File: config.mk
export PLATFORM = sky130hd
export DESIGN_NAME = multi_logger
export DESIGN_NICKNAME = d
export VERILOG_FILES = /design/src/rtl/multi_logger.sv
export SDC_FILE = /design/constraint.sdc
export NUM_CORES = 1
export LEC_CHECK = 0
export ABC_AREA = 1
export CORE_MARGIN = 10
export CORE_UTILIZATION = 56
export DETAILED_ROUTE_END_ITERATION = 8
export GPL_ROUTABILITY_DRIVEN = 1
export PLACE_DENSITY = 0.86
export SLEW_MARGIN = 20
export SYNTH_ARGS = -nofsm -noshare
export SYNTH_HDL_FRONTEND = slang
export SYNTH_SLANG_ARGS = --single-unit
File: constraint.sdc
create_clock -name clk -period 7.5 [get_ports clk]
set_clock_uncertainty 0.05 [all_clocks]
set_input_delay 1.125 -clock clk [delete_from_list [all_inputs] [get_ports clk]]
set_output_delay 1.125 -clock clk [all_outputs]
set_load 0.01 [all_outputs]
File: src/rtl/multi_logger.sv
// Multi-channel line logger: round-robin admission of fixed-length lines into an
// external single-port RAM FIFO, drained byte-serially to a strobe/busy sink.
module multi_logger #(
  parameter int CHANNELS = 2,
  parameter int COUNT    = 8,
  parameter int AW       = 11,
  parameter int PREFIX   = 1,
  parameter int EOL      = 1
) (
  input  logic                         clk,
  input  logic                         rst_n,
  input  logic [CHANNELS*COUNT*8-1:0]  text,
  input  logic [CHANNELS-1:0]          stb,
  output logic [CHANNELS-1:0]          busy,
  output logic                         full,
  output logic                         empty,
  output logic [15:0]                  drop_count,
  output logic                         ext_stb,
  output logic [7:0]                   ext_data,
  input  logic                         ext_busy,
  output logic [AW-1:0]                mem_addr_w,
  output logic [AW-1:0]                mem_addr_r,
  output logic                         mem_rw,
  output logic [7:0]                   mem_data_in,
  input  logic [7:0]                   mem_data_out
);

  localparam int DEPTH = 2 ** AW;
  localparam int L     = COUNT + 2*PREFIX + 2*EOL;
  localparam int GW    = (CHANNELS > 1) ? $clog2(CHANNELS) : 1;
  localparam int IW    = $clog2(L + 1);
  localparam logic [AW:0] DEPTH_C = (AW+1)'(DEPTH);
  localparam logic [AW:0] L_C     = (AW+1)'(L);

  typedef enum logic [1:0] {W_IDLE, W_WRITE, W_DROP} wstate_e;
  typedef enum logic [1:0] {R_IDLE, R_READ, R_SEND, R_HOLD} rstate_e;

  wstate_e               wstate_q, wstate_d;
  rstate_e               rstate_q, rstate_d;
  logic [COUNT*8-1:0]    hold_q [CHANNELS];
  logic [CHANNELS-1:0]   busy_q, busy_d;
  logic [GW-1:0]         last_grant_q, last_grant_d;
  logic [GW-1:0]         wgrant_q, wgrant_d;
  logic [IW-1:0]         widx_q, widx_d;
  logic [AW-1:0]         wr_ptr_q, rd_ptr_q;
  logic [AW:0]           count_q, count_d;
  logic                  full_q, empty_q;
  logic [15:0]           drop_q, drop_d;
  logic                  ext_stb_q, ext_stb_d;
  logic [7:0]            ext_data_q, ext_data_d;
  logic                  lat_q, hwait_q;
  logic                  grant_valid, w_done, room;
  logic [GW-1:0]         grant_idx, cand;
  logic [7:0]            wr_byte;
  logic [COUNT*8-1:0]    sel_text;

  always_ff @(posedge clk or negedge rst_n) begin
    if (!rst_n) begin
      wstate_q     <= W_IDLE;
      rstate_q     <= R_IDLE;
      busy_q       <= '0;
      last_grant_q <= GW'(CHANNELS - 1);
      wgrant_q     <= '0;
      widx_q       <= '0;
      wr_ptr_q     <= '0;
      rd_ptr_q     <= '0;
      count_q      <= '0;
      full_q       <= 1'b0;
      empty_q      <= 1'b1;
      drop_q       <= '0;
      ext_stb_q    <= 1'b0;
      ext_data_q   <= '0;
      lat_q        <= 1'b0;
      hwait_q      <= 1'b0;
      for (int i = 0; i < CHANNELS; i++) hold_q[i] <= '0;
    end else begin
      wstate_q     <= wstate_d;
      rstate_q     <= rstate_d;
      busy_q       <= busy_d;
      last_grant_q <= last_grant_d;
      wgrant_q     <= wgrant_d;
      widx_q       <= widx_d;
      wr_ptr_q     <= (wstate_q == W_WRITE) ? wr_ptr_q + 1'b1 : wr_ptr_q;
      rd_ptr_q     <= (rstate_q == R_READ) ? rd_ptr_q + 1'b1 : rd_ptr_q;
      count_q      <= count_d;
      full_q       <= (DEPTH_C - count_q) < L_C;
      empty_q      <= (count_q == '0);
      drop_q       <= drop_d;
      ext_stb_q    <= ext_stb_d;
      ext_data_q   <= ext_data_d;
      lat_q        <= (rstate_q == R_SEND);
      hwait_q      <= (rstate_q == R_HOLD);
      for (int i = 0; i < CHANNELS; i++)
        if (stb[i] && !busy_q[i]) hold_q[i] <= text[i*COUNT*8 +: COUNT*8];
    end
  end

  // Round-robin search starting just after the last granted channel.
  always_comb begin
    grant_valid = 1'b0;
    grant_idx   = '0;
    cand        = '0;
    for (int off = 0; off < CHANNELS; off++) begin
      cand = GW'((int'(last_grant_q) + 1 + off) % CHANNELS);
      if (!grant_valid && busy_q[cand]) begin
        grant_valid = 1'b1;
        grant_idx   = cand;
      end
    end
  end

  assign room   = (DEPTH_C - count_q) >= L_C;
  assign w_done = ((wstate_q == W_WRITE) && (widx_q == IW'(L - 1))) || (wstate_q == W_DROP);

  always_comb begin
    wstate_d     = wstate_q;
    wgrant_d     = wgrant_q;
    widx_d       = widx_q;
    last_grant_d = last_grant_q;
    case (wstate_q)
      W_IDLE: if (grant_valid) begin
        wgrant_d     = grant_idx;
        last_grant_d = grant_idx;
        widx_d       = '0;
        wstate_d     = room ? W_WRITE : W_DROP;
      end
      W_WRITE: begin
        if (widx_q == IW'(L - 1)) wstate_d = W_IDLE;
        else                      widx_d   = widx_q + 1'b1;
      end
      W_DROP:  wstate_d = W_IDLE;
      default: wstate_d = W_IDLE;
    endcase
  end

  // Reader never overlaps a write cycle, including one the writer enters next.
  always_comb begin
    rstate_d = rstate_q;
    case (rstate_q)
      R_IDLE: if (count_q != '0 && wstate_q != W_WRITE && wstate_d != W_WRITE)
                rstate_d = R_READ;
      R_READ: rstate_d = R_SEND;
      R_SEND: if (!ext_busy) rstate_d = R_HOLD;
      R_HOLD: if (hwait_q && !ext_busy) rstate_d = R_IDLE;
      default: rstate_d = R_IDLE;
    endcase
  end

  always_comb begin
    busy_d = busy_q;
    for (int i = 0; i < CHANNELS; i++)
      if (stb[i] && !busy_q[i]) busy_d[i] = 1'b1;
    if (w_done) busy_d[wgrant_q] = 1'b0;

    count_d = count_q;
    if (wstate_q == W_WRITE)     count_d = count_q + 1'b1;
    else if (rstate_q == R_READ) count_d = count_q - 1'b1;

    drop_d = drop_q;
    if (wstate_q == W_DROP && drop_q != 16'hFFFF) drop_d = drop_q + 1'b1;

    ext_stb_d  = (rstate_q == R_SEND) && !ext_busy;
    ext_data_d = (rstate_q == R_SEND && !lat_q) ? mem_data_out : ext_data_q;
  end

  always_comb begin
    wr_byte  = '0;
    sel_text = hold_q[wgrant_q];
    if (wstate_q == W_WRITE) begin
      for (int j = 0; j < COUNT; j++)
        if (int'(widx_q) == j + 2*PREFIX) wr_byte = sel_text[(COUNT-1-j)*8 +: 8];
      if (PREFIX != 0) begin
        if (widx_q == IW'(0)) wr_byte = 8'h30 + 8'(wgrant_q);
        if (widx_q == IW'(1)) wr_byte = 8'h3A;
      end
      if (EOL != 0) begin
        if (widx_q == IW'(L - 2)) wr_byte = 8'h0D;
        if (widx_q == IW'(L - 1)) wr_byte = 8'h0A;
      end
    end
  end

  assign busy        = busy_q;
  assign full        = full_q;
  assign empty       = empty_q;
  assign drop_count  = drop_q;
  assign ext_stb     = ext_stb_q;
  assign ext_data    = ext_data_q;
  assign mem_addr_w  = wr_ptr_q;
  assign mem_addr_r  = rd_ptr_q;
  assign mem_rw      = (wstate_q != W_WRITE);
  assign mem_data_in = wr_byte;

endmodule

**Yosys cells after proc, flatten, opt, wreduce, memory -nomap -nowiden**

Index checks and enable logic that the tools add are counted.

- Bits in registers: 203
- Input bits: 141
- Logic and storage cells: 131

- Add/sub/neg operators: 10
- $lt $le $gt $ge: 7
- Eq/ne operators: 24
- Mux-type cells: 42
- Bitwise gates (word level): 3
- Reductions and logical operators: 27

Operator list:

| cell | count |
|---|---|
| $mux 64 | 3 |
| $mux 8 | 13 |
| $eq 4x4->1 const B | 8 |
| $mux 12 | 2 |
| $add 11x1->11 const B | 2 |
| $add 16x1->16 const B | 1 |
| $ne 16x16->1 const B | 1 |
| $mux 2 | 7 |
| $add 12x1->12 const B | 1 |
| $ge 12x4->1 const B | 1 |
| $logic_not 12->1 | 1 |
| $lt 12x4->1 const B | 1 |
| $reduce_bool 12->1 | 1 |
| $sub 12x1->12 const B | 1 |
| $sub 12x12->12 const A | 1 |
| $logic_and 1x1->1 | 11 |
| $mux 1 | 11 |
| $eq 4x3->1 const B | 2 |
| $mux 4 | 2 |
| $ne 2x2->1 const B | 4 |
| $pmux 2 s4 | 1 |
| $pmux 4 s2 | 1 |
| $add 6x1->7 const A | 1 |
| $eq 2x2->1 const B | 3 |
| other kinds (20) | 33 |

**Logic depth before layout (Yosys ltp)**

Gate-level depths: netlist of the first run.

- Depth after elaboration: 17
- Depth in mapped cells: 14
- Depth with buffers taken out: 14

**Worst setup path after synthesis of the first run**

No wires, ideal clock.

- Path kind: register -> output
- From: reg widx_q[0]
- To: out mem_data_in[0]
- Arrival time: 1.535 ns
- Required time: 6.325 ns
- Path slack: 4.790 ns
- Stages on the path, launching flop included: 15
- Cells stage by stage: dfrtp_1 > inv_1 > ha_1 > inv_1 > nor2_2 > nand3_1 > nand3_1 > nand2_1 > nand2_1 > nand2_1 > nand2_1 > nand2_1 > nand2_1 > nand2_1 > a21oi_2

- Longest elaborated chain between the ends: 14
- Elaborated cells on any way between the ends: 25
- Those cells by class: eq/ne: 11; mux: 13; reduce/logical: 1

Ends and longest elaborated chain:

| element | line | RTL |
|---|---|---|
| start: declaration | 44 | `logic [IW-1:0] widx_q, widx_d;` |
| start signal: assignment | 82 | `widx_q <= widx_d;` |
| $eq 4x3->1 | 171 | `if (int'(widx_q) == j + 2*PREFIX) wr_byte = sel_text[(COUNT-1-j)*8 +: 8];` |
| $mux 8 (8 in series) | 171 |  |
| $mux 8 | 173 | `if (widx_q == IW'(0)) wr_byte = 8'h30 + 8'(wgrant_q);` |
| $mux 8 | 174 | `if (widx_q == IW'(1)) wr_byte = 8'h3A;` |
| $mux 8 | 177 | `if (widx_q == IW'(L - 2)) wr_byte = 8'h0D;` |
| $mux 8 (*) | 178 | `if (widx_q == IW'(L - 1)) wr_byte = 8'h0A;` |
| $mux 8 (*) | 169 | `if (wstate_q == W_WRITE) begin` |
| end: declaration | 24 | `output logic [7:0] mem_data_in,` |

Every way passes the cells marked *; elsewhere a longest branch is shown, timed or not.

**Worst setup path in the final report of the first run**

- From: reg wgrant_q
- To: out mem_data_in[7]

- Longest elaborated chain between the ends: 17

Ends and longest elaborated chain:

| element | line | RTL |
|---|---|---|
| start: declaration | 43 | `logic [GW-1:0] wgrant_q, wgrant_d;` |
| start signal: assignment | 81 | `wgrant_q <= wgrant_d;` |
| $not 1->2 (implied by the code) (*) | 168 | `sel_text = hold_q[wgrant_q];` |
| $mux 64 (implied by the code) (*) (3 in series) | 168 |  |
| $mux 8 (7 in series) | 171 |  |
| $mux 8 (*) | 171 |  |
| $mux 8 (*) | 173 |  |
| $mux 8 (*) | 174 |  |
| $mux 8 (*) | 177 |  |
| $mux 8 (*) | 178 |  |
| $mux 8 (*) | 169 |  |

Every way passes the cells marked *; elsewhere a longest branch is shown, timed or not. The select of a mux whose other input is x is not followed.

==> results.toml, run 1 <==
[die]
dieHeight_um = 154
die-area_mm2 = 0.0237
ios = 201
start_util_pct = 57.7
placementRows = 48
core_mm2 = 0.0174
die-width_um = 154

[critical_path]
rrSetupSlack_ns = 4.62
worstPathArrival_ns = 3.34
critPathCapture = "mem_data_in[7]"
cp_max_fo = 65
worstSetupStartpoint = "wgrant_q$_DFFE_PN0P_"
required_ns = 6.32
timing.rr.start = "wstate_q[1]$_DFF_PN0_"
reg2reg_depth = 10
critPathLaunchType = "register"
cp-end-kind = "output port"
crit_type = "reg2out"
r2r-end = "count_q[8]$_DFFE_PN0P_"

[synth]
yosysWarnings = 0
syn_area_per_cell_um2 = 10.1
syn_nets = 1154
seq_area_frac_synth_pct = 50.6
syn_inst = 990
synth_top_area_share_pct = 50.1
ys_top_cells_by_area = "dfrtp_1 (50%), mux2_2 (15%), nand2_1 (8.6%)"
synthFlopType = "dfrtp_1"
synth_cell_types = 46
synth_area_leader_cell = "dfrtp_1"
syn_area_mm2 = 0.0100
async_flop_share_pct = 100
synth_edf_count = 0
synth_seq_cells = 203

[clocking]
cts_max_level = 1
cts-root-buf = "clkbuf_16"
clock_path_buffers = 3
postCtsSetupBuffers = 0
ctsHoldBuffers = 0
clk_pin_slew_ns = 0.06
clkLatencyLatePin_ns = 0.50
cts_tree = "done"
cts_sinks = 203
cts-buffers-inserted = 23
postCtsResizedCells = 0

[run_status]
status = "finished clean"

[sta]
slew_headroom_pct = 39.2
setup_viol = 0
hold_viol = 0
whs_ns = 0.447
setup_tns_ns = 0
finalCritPeriodShare_pct = 60.2
finalCriticalPeriod_ns = 4.52
fmax_mhz = 221
rsz0062_at_grt = "false"
tightest_slew_ns = 0.912
drv_slew = 0
fin_ws_ns = 2.98

[route]
wl_mm = 26.1
ant_nets = 0
routed_via_density = 5.44
num_vias = 7764
firstDrtPassIters = 6
drc = 0
dr.first_iter.drc_count = 463
wl_per_cell_um = 18.3

[cells_and_area]
syn2layout_area_growth_pct = 28.9
utilization_pct = 74.3
drive_gt1_share_pct = 19.3
final_common_cell = "nand2_1"
finalInstanceArea_mm2 = 0.0129
antenna_cells = 0
final_nets = 1349
layout_common_cells = "nand2_1 (228), dfrtp_1 (200), clkdlybuf4s50_1 (199), mux2_2 (137), nor2_1 (54)"
stdcell_count = 1426

[placement]
portBuffers = 200
place_ws_ns = 3.55
place_inst = 1385
postPlaceCellArea_mm2 = 0.0122
hpwl_mm = 18.5
place.gp.congestion = 0.884

[grt]
grt_pass1_wl_mm = 42.1
grt_max_degree = 105
grtUsageTotal_pct = 21.5
grt_pass1_vias = 8091
grt.overflow.total = 0
antenna_found_initial = 1

[power]
p_leak_nw = 5.96
p_per_area_mw_per_mm2 = 398
irDropWorstVdd_uv = 407
power_mw = 5.16

[worst_hold_path]
hold_class = "reg2reg"

[flow_run]
max-cap-violations = 0
-- Yosys cell counts, drive strengths merged, types with 16 or more instances --
cell type and instances:
ha 22, a31oi 16, o21ai 29, buf 33, nand2 235, nor2 64, xor2 27, inv 58
a21oi 43, dfrtp 201, mux2 137, nand3 43
-- sequential cells by signal, summed over array words and instances (netlist names), 4 cells and up --
signal,count
widx_q,4
mem_addr_r,11
drop_count,16
hold_q,128
count_q,12
mem_addr_w,11
ext_data,8
-- area by class of cell --
type                    instances  area [um^2]
clock buffers                  33          673
clock inverters                 8         93.8
inverters                      58          221
flip-flops and latches        203         5080
fillers                      1244         4470
well taps                     225          282
multi-input cells             694         4550
repair buffers                205         2040
-- how the worst min path moves through the flow --
stage                                   end  slack, ns               startpoint  cells after the start
global route        hold_q[107]$_DFFE_PN0P_       0.46  hold_q[107]$_DFFE_PN0P_                      1
finish              hold_q[107]$_DFFE_PN0P_       0.45  hold_q[107]$_DFFE_PN0P_                      1
floorplan                   empty$_DFF_PN1_       0.39  count_q[11]$_DFFE_PN0P_                      1
CTS                 hold_q[107]$_DFFE_PN0P_       0.45  hold_q[107]$_DFFE_PN0P_                      1
detailed placement  hold_q[107]$_DFFE_PN0P_       0.44  hold_q[107]$_DFFE_PN0P_                      1
global placement    hold_q[107]$_DFFE_PN0P_       0.43  hold_q[107]$_DFFE_PN0P_                      1
-- metal layers --
| metal | global-route usage (%) | vias up | part of all wire (%) |
|---|---|---|---|
| li1 | - | 3707 | - |
| met1 | 27.3 | 3738 | 42 |
| met2 | 35.2 | 272 | 47 |
| met3 | 6.08 | 47 | 8.4 |
| met4 | 6.07 | 0 | 2.6 |
| met5 | 0 | - | 0 |
-- cell families (layout without fill, tap and decap cells) --
kind of cell	Yosys count	in the layout	synth area share, %
simple gates	387	387	17.1
buf+inv	93	304	4.12
mux	139	139	15.6
xor+xnor	40	40	3.49
compound gates	105	105	6.13
flops	203	203	50.6
fa+ha+maj	23	23	2.94
-- worst max-delay path, stage by stage, from the launching register on --
cell and delay [ns]:
dfrtp_2 0.36, clkinv_2 0.67, o21ai_0 0.48, o21ai_1 0.10, o21ai_1 0.25, o211ai_1 0.13, nand2_1 0.09, nand3_1 0.11
nand2_1 0.09, inv_1 0.05, clkdlybuf4s50_1 0.48
-- where the power goes --
group	total, mW	internal [mW]	switching, mW
clock	1.13	0.691	0.436
combinational	2.15	1.01	1.14
sequential	1.88	1.57	0.307
Note: power is estimated with default switching activity, not from simulation.
==> inputs of run 2 (changes only) <==
--- a/config.mk
+++ b/config.mk
@@ -7,10 +7,10 @@
 export LEC_CHECK = 0
 export ABC_AREA = 1
 export CORE_MARGIN = 10
-export CORE_UTILIZATION = 56
+export CORE_UTILIZATION = 52
 export DETAILED_ROUTE_END_ITERATION = 8
 export GPL_ROUTABILITY_DRIVEN = 1
-export PLACE_DENSITY = 0.86
+export PLACE_DENSITY = 0.81
 export SLEW_MARGIN = 20
 export SYNTH_ARGS = -nofsm -noshare
 export SYNTH_HDL_FRONTEND = slang
==> constraint.sdc (replaced) <==
create_clock -name clk -period 4.6 [get_ports clk]
set_clock_uncertainty 0.05 [all_clocks]
set_input_delay 0.69 -clock clk [delete_from_list [all_inputs] [get_ports clk]]
set_output_delay 0.69 -clock clk [all_outputs]
set_load 0.01 [all_outputs]
==> results.toml, run 2 (synthesis results as in run 1) <==
[run_status]
status = "finished clean"

[grt]
grt_pass1_wl_mm = 43.5
grt.overflow.total = 0
grt_pass1_vias = 8074
grtUsageTotal_pct = 20.9
antenna_found_initial = 1
grt_max_degree = 126

[critical_path]
critPathLaunchType = "register"
cp_max_fo = 51
timing.rr.start = "wstate_q[1]$_DFF_PN0_"
worstPathArrival_ns = 3.21
r2r-end = "count_q[7]$_DFFE_PN0P_"
crit_type = "reg2out"
required_ns = 3.86
cp_cell_sequence = "inv_2 -> nand2_1 -> nand2_1 -> nand3_1 -> nand3_1 -> nand2_1 -> nand2_1 -> nand2_1 -> nand3_1 -> nand2_1 -> a21oi_1 -> clkdlybuf4s50_1"
cp-end-kind = "output port"
slowest_delay_ns = 0.61
reg2reg_depth = 10
path_common_cell = "nand2_1"
rrSetupSlack_ns = 1.70
slowest_stage = "inv_2"

[cells_and_area]
final_nets = 1352
syn2layout_area_growth_pct = 29.5
final_common_cell = "nand2_1"
seqCellArea_mm2 = 0.00508
largest_reg_flops = 128
finalInstanceArea_mm2 = 0.0130
nFillCells = 1416
drive_gt1_share_pct = 19.4
layout_common_cells = "nand2_1 (228), dfrtp_1 (200), clkdlybuf4s50_1 (199), mux2_2 (137), nor2_1 (54)"
regMostFlops = "hold_q"
multi_input_area_mm2 = 0.00455

[die]
dieHeight_um = 159
placementRows = 50
ios = 201
start_util_pct = 53.3
die-area_mm2 = 0.0253
die-width_um = 159
core_mm2 = 0.0188

[route]
drc = 0
wl_mm = 27.2
routed_via_density = 5.35
dr.first_iter.drc_count = 389
ant_nets = 0
firstDrtPassIters = 5
num_vias = 7833
wl_per_cell_um = 18.6

[clocking]
postCtsResizedCells = 0
clkLatencyLatePin_ns = 0.50
cts_tree = "done"
clock_path_buffers = 3
cts_max_level = 1
cts-root-buf = "clkbuf_16"
clk_pin_slew_ns = 0.06
ctsHoldBuffers = 0
postCtsSetupBuffers = 0
cts_sinks = 203
cts-buffers-inserted = 22

[worst_hold_path]
hold_class = "in2async"

[flow_run]
max-cap-violations = 0

[power]
power_mw = 8.43
p_leak_nw = 5.97
p_per_area_mw_per_mm2 = 648
irDropWorstVdd_uv = 540

[sta]
tightest_slew_ns = 1.01
drv_slew = 0
finalCritPeriodShare_pct = 85.8
fmax_mhz = 253
finalCriticalPeriod_ns = 3.95
setup_tns_ns = 0
rsz0062_at_grt = "false"
setup_viol = 0
slew_headroom_pct = 32.9
hold_viol = 0

[placement]
place.gp.congestion = 0.883
postPlaceCellArea_mm2 = 0.0123
hpwl_mm = 19.5
portBuffers = 200
run 2: layer usage:
metal | GRT usage [%] | wire length (um)
met2 | 34.0 | 13000
met5 | 0 | 0
met4 | 5.73 | 668
met1 | 26.9 | 11300
met3 | 5.76 | 2220
run 2: where the power goes:
| part | internal (mW) | switching [mW] | total [mW] |
|---|---|---|---|
| Sequential | 2.56 | 0.519 | 3.08 |
| Clock | 1.12 | 0.699 | 1.82 |
| Combinational | 1.66 | 1.87 | 3.53 |
run 2: critical path: cells and delay by family (launching register included):
kind / cells / cell delay (ns)
AO/OA/AOI/OAI: 1 / 0.28
flip-flops: 1 / 0.40
AND/OR/NAND/NOR: 9 / 0.77
buffers and inverters: 2 / 1.22
run 2: how the worst max path moves through the flow:
stage                             end                  start  cells past startpoint  slack (ns)
2_1_floorplan  count_q[7]$_DFFE_PN0P_  wstate_q[1]$_DFF_PN0_                     11        2.17
3_3_place_gp           mem_data_in[4]   wgrant_q$_DFFE_PN0P_                     13        1.26
3_5_place_dp           mem_data_in[5]   wgrant_q$_DFFE_PN0P_                     13        1.23
4_1_cts                mem_data_in[4]   wgrant_q$_DFFE_PN0P_                     13        0.67
5_1_grt                mem_data_in[4]   wgrant_q$_DFFE_PN0P_                     13        0.45
6_report               mem_data_in[2]   wgrant_q$_DFFE_PN0P_                     12        0.65
run 2: layout make-up:
type | instances | share of cell area, %
clock buffers | 34 | 5.20
well taps | 260 | 2.50
flip-flops and latches | 203 | 39.1
multi-input cells | 694 | 35.0
inverters | 58 | 1.69
diodes | 1 | 0.0192
repair buffers | 209 | 15.9
clock inverters | 5 | 0.577
run 2: metrics by stage:
stage               setup WS [ns]  instances  hold slack (ns)  util [%]
CTS                         0.671       1463            0.343      69.1
global route                0.449       1464            0.376      69.1
finish                      0.655       1464            0.271      69.1
floorplan                    2.17        990            0.344         -
global placement             1.26       1424            0.428      65.1
detailed placement           1.23       1424            0.437      65.1
==> inputs of run 3 (changes only) <==
--- a/config.mk
+++ b/config.mk
@@ -10,6 +10,7 @@
 export CORE_UTILIZATION = 52
 export DETAILED_ROUTE_END_ITERATION = 8
 export GPL_ROUTABILITY_DRIVEN = 1
+export MAX_ROUTING_LAYER = met4
 export PLACE_DENSITY = 0.81
 export SLEW_MARGIN = 20
 export SYNTH_ARGS = -nofsm -noshare
==> results.toml, run 3 (synthesis results as in run 1) <==
[run_status]
status = "finished clean"

[route]
wl_mm = 26.8
dr.first_iter.drc_count = 506
num_vias = 7723
routed_via_density = 5.28
ant_nets = 0
drc = 0
wl_per_cell_um = 18.3
firstDrtPassIters = 5

[clocking]
cts_sinks = 203
clk_pin_slew_ns = 0.06
clkLatencyLatePin_ns = 0.51
postCtsResizedCells = 0
ctsHoldBuffers = 0
cts-buffers-inserted = 23
cts_max_level = 1
cts-root-buf = "clkbuf_16"
postCtsSetupBuffers = 0
clock_path_buffers = 3
cts_tree = "done"

[sta]
hold_viol = 0
setup_tns_ns = 0
setup_viol = 0
tightest_slew_ns = 0.905
finalCriticalPeriod_ns = 4.04
rsz0062_at_grt = "false"
slew_headroom_pct = 39.6
fmax_mhz = 248
finalCritPeriodShare_pct = 87.8
fin_ws_ns = 0.563
drv_slew = 0

[grt]
grt_pass1_wl_mm = 42.8
grt_pass1_vias = 8005
antenna_found_initial = 0
grt_max_degree = 86
grtUsageTotal_pct = 21.0
grt.overflow.total = 0

[power]
p_sw_mw = 3.09
irDropWorstVdd_uv = 507
p_comb_share_pct = 42.7
seq_power_share_pct = 36.9
switching_share_pct = 37.2
clkPwrFrac_pct = 20.5
p_leak_nw = 5.93
p_int_mw = 5.20
p_per_area_mw_per_mm2 = 641

[cells_and_area]
stdcell_count = 1464
finalInstanceArea_mm2 = 0.0129
syn2layout_area_growth_pct = 28.8
final_nets = 1352
nFillCells = 1430
layout_common_cells = "nand2_1 (228), dfrtp_1 (200), clkdlybuf4s50_1 (199), mux2_2 (137), nor2_1 (54)"
largest_reg_flops = 128
antenna_cells = 0
regMostFlops = "hold_q"
drive_gt1_share_pct = 19.1
final_common_cell = "nand2_1"

[critical_path]
critPathLaunchType = "register"
worstPathArrival_ns = 3.30
cp-end-kind = "output port"
cp_max_fo = 44
required_ns = 3.86
crit_type = "reg2out"

[die]
core_mm2 = 0.0188
ios = 201
start_util_pct = 53.3
placementRows = 50
dieHeight_um = 159
die-area_mm2 = 0.0253
die-width_um = 159

[placement]
portBuffers = 200
hpwl_mm = 19.2
place_inst = 1423
postPlaceCellArea_mm2 = 0.0122
place.gp.congestion = 0.897
place_ws_ns = 1.14

[worst_hold_path]
hold_class = "in2async"

[flow_run]
max-cap-violations = 0
==> run 3: power by group through the flow <==
| stage | Sequential, mW | Combinational (mW) | Clock (mW) |
|---|---|---|---|
| 2_1_floorplan | 2.98 | 2.40 | 0 |
| 3_3_place_gp | 3.04 | 3.43 | 0 |
| 3_5_place_dp | 3.07 | 3.51 | 0 |
| 4_1_cts | 3.06 | 3.55 | 1.73 |
| 5_1_grt | 3.15 | 3.92 | 1.80 |
| 6_report | 3.06 | 3.54 | 1.70 |
==> run 3: stage by stage <==
stage,util (%),hold WS [ns],total power [mW]
2_1_floorplan,-,0.344,5.38
3_3_place_gp,65.0,0.430,6.47
3_5_place_dp,65.0,0.437,6.58
4_1_cts,68.7,0.204,8.33
5_1_grt,68.7,0.226,8.87
6_report,68.7,0.154,8.29
==> run 3: final timing paths <==
check | startpoint | endpoint | slack, ns | cells past startpoint
min in group clk | mem_addr_w[9]$_DFFE_PN0P_ | mem_addr_w[9]$_DFFE_PN0P_ | 0.45 | 1
hold reg to reg | mem_addr_w[9]$_DFFE_PN0P_ | mem_addr_w[9]$_DFFE_PN0P_ | 0.45 | 1
setup / recovery | wgrant_q$_DFFE_PN0P_ | mem_data_in[4] | 0.56 | 13
hold / removal | rst_n | hold_q[52]$_DFFE_PN0P_ | 0.15 | 1
setup reg to reg | wstate_q[1]$_DFF_PN0_ | count_q[7]$_DFFE_PN0P_ | 1.70 | 10
max in group asynchronous | rst_n | empty$_DFF_PN1_ | 3.29 | 2
==> run 3: layout make-up <==
cell class / count / area (um^2) / area share, %
flip-flops and latches: 203 / 5080 / 39.3
multi-input cells: 694 / 4550 / 35.2
well taps: 260 / 325 / 2.51
clock buffers: 36 / 664 / 5.14
repair buffers: 208 / 2070 / 16.0
inverters: 58 / 220 / 1.70
clock inverters: 5 / 25.0 / 0.193
==> run 3: routing by layer <==
layer	GRT usage, %	vias up	part of all wire [%]
li1	-	3705	-
met1	27.6	3714	44
met2	32.8	255	47
met3	4.18	49	6.8
met4	4.76	0	2.3
met5	-	-	0
==> run 3: critical path, stage by stage (launching register included) <==
cell and delay (ns):
dfrtp_2 0.41, inv_2 0.58, buf_4 0.39, nand2_1 0.09, nand2_1 0.06, nand2_1 0.05, nand3_1 0.13, a21oi_1 0.09
nand2_1 0.07, nand2_1 0.06, nand2_1 0.07, nand2_1 0.05, a21oi_1 0.12, clkdlybuf4s50_1 0.59
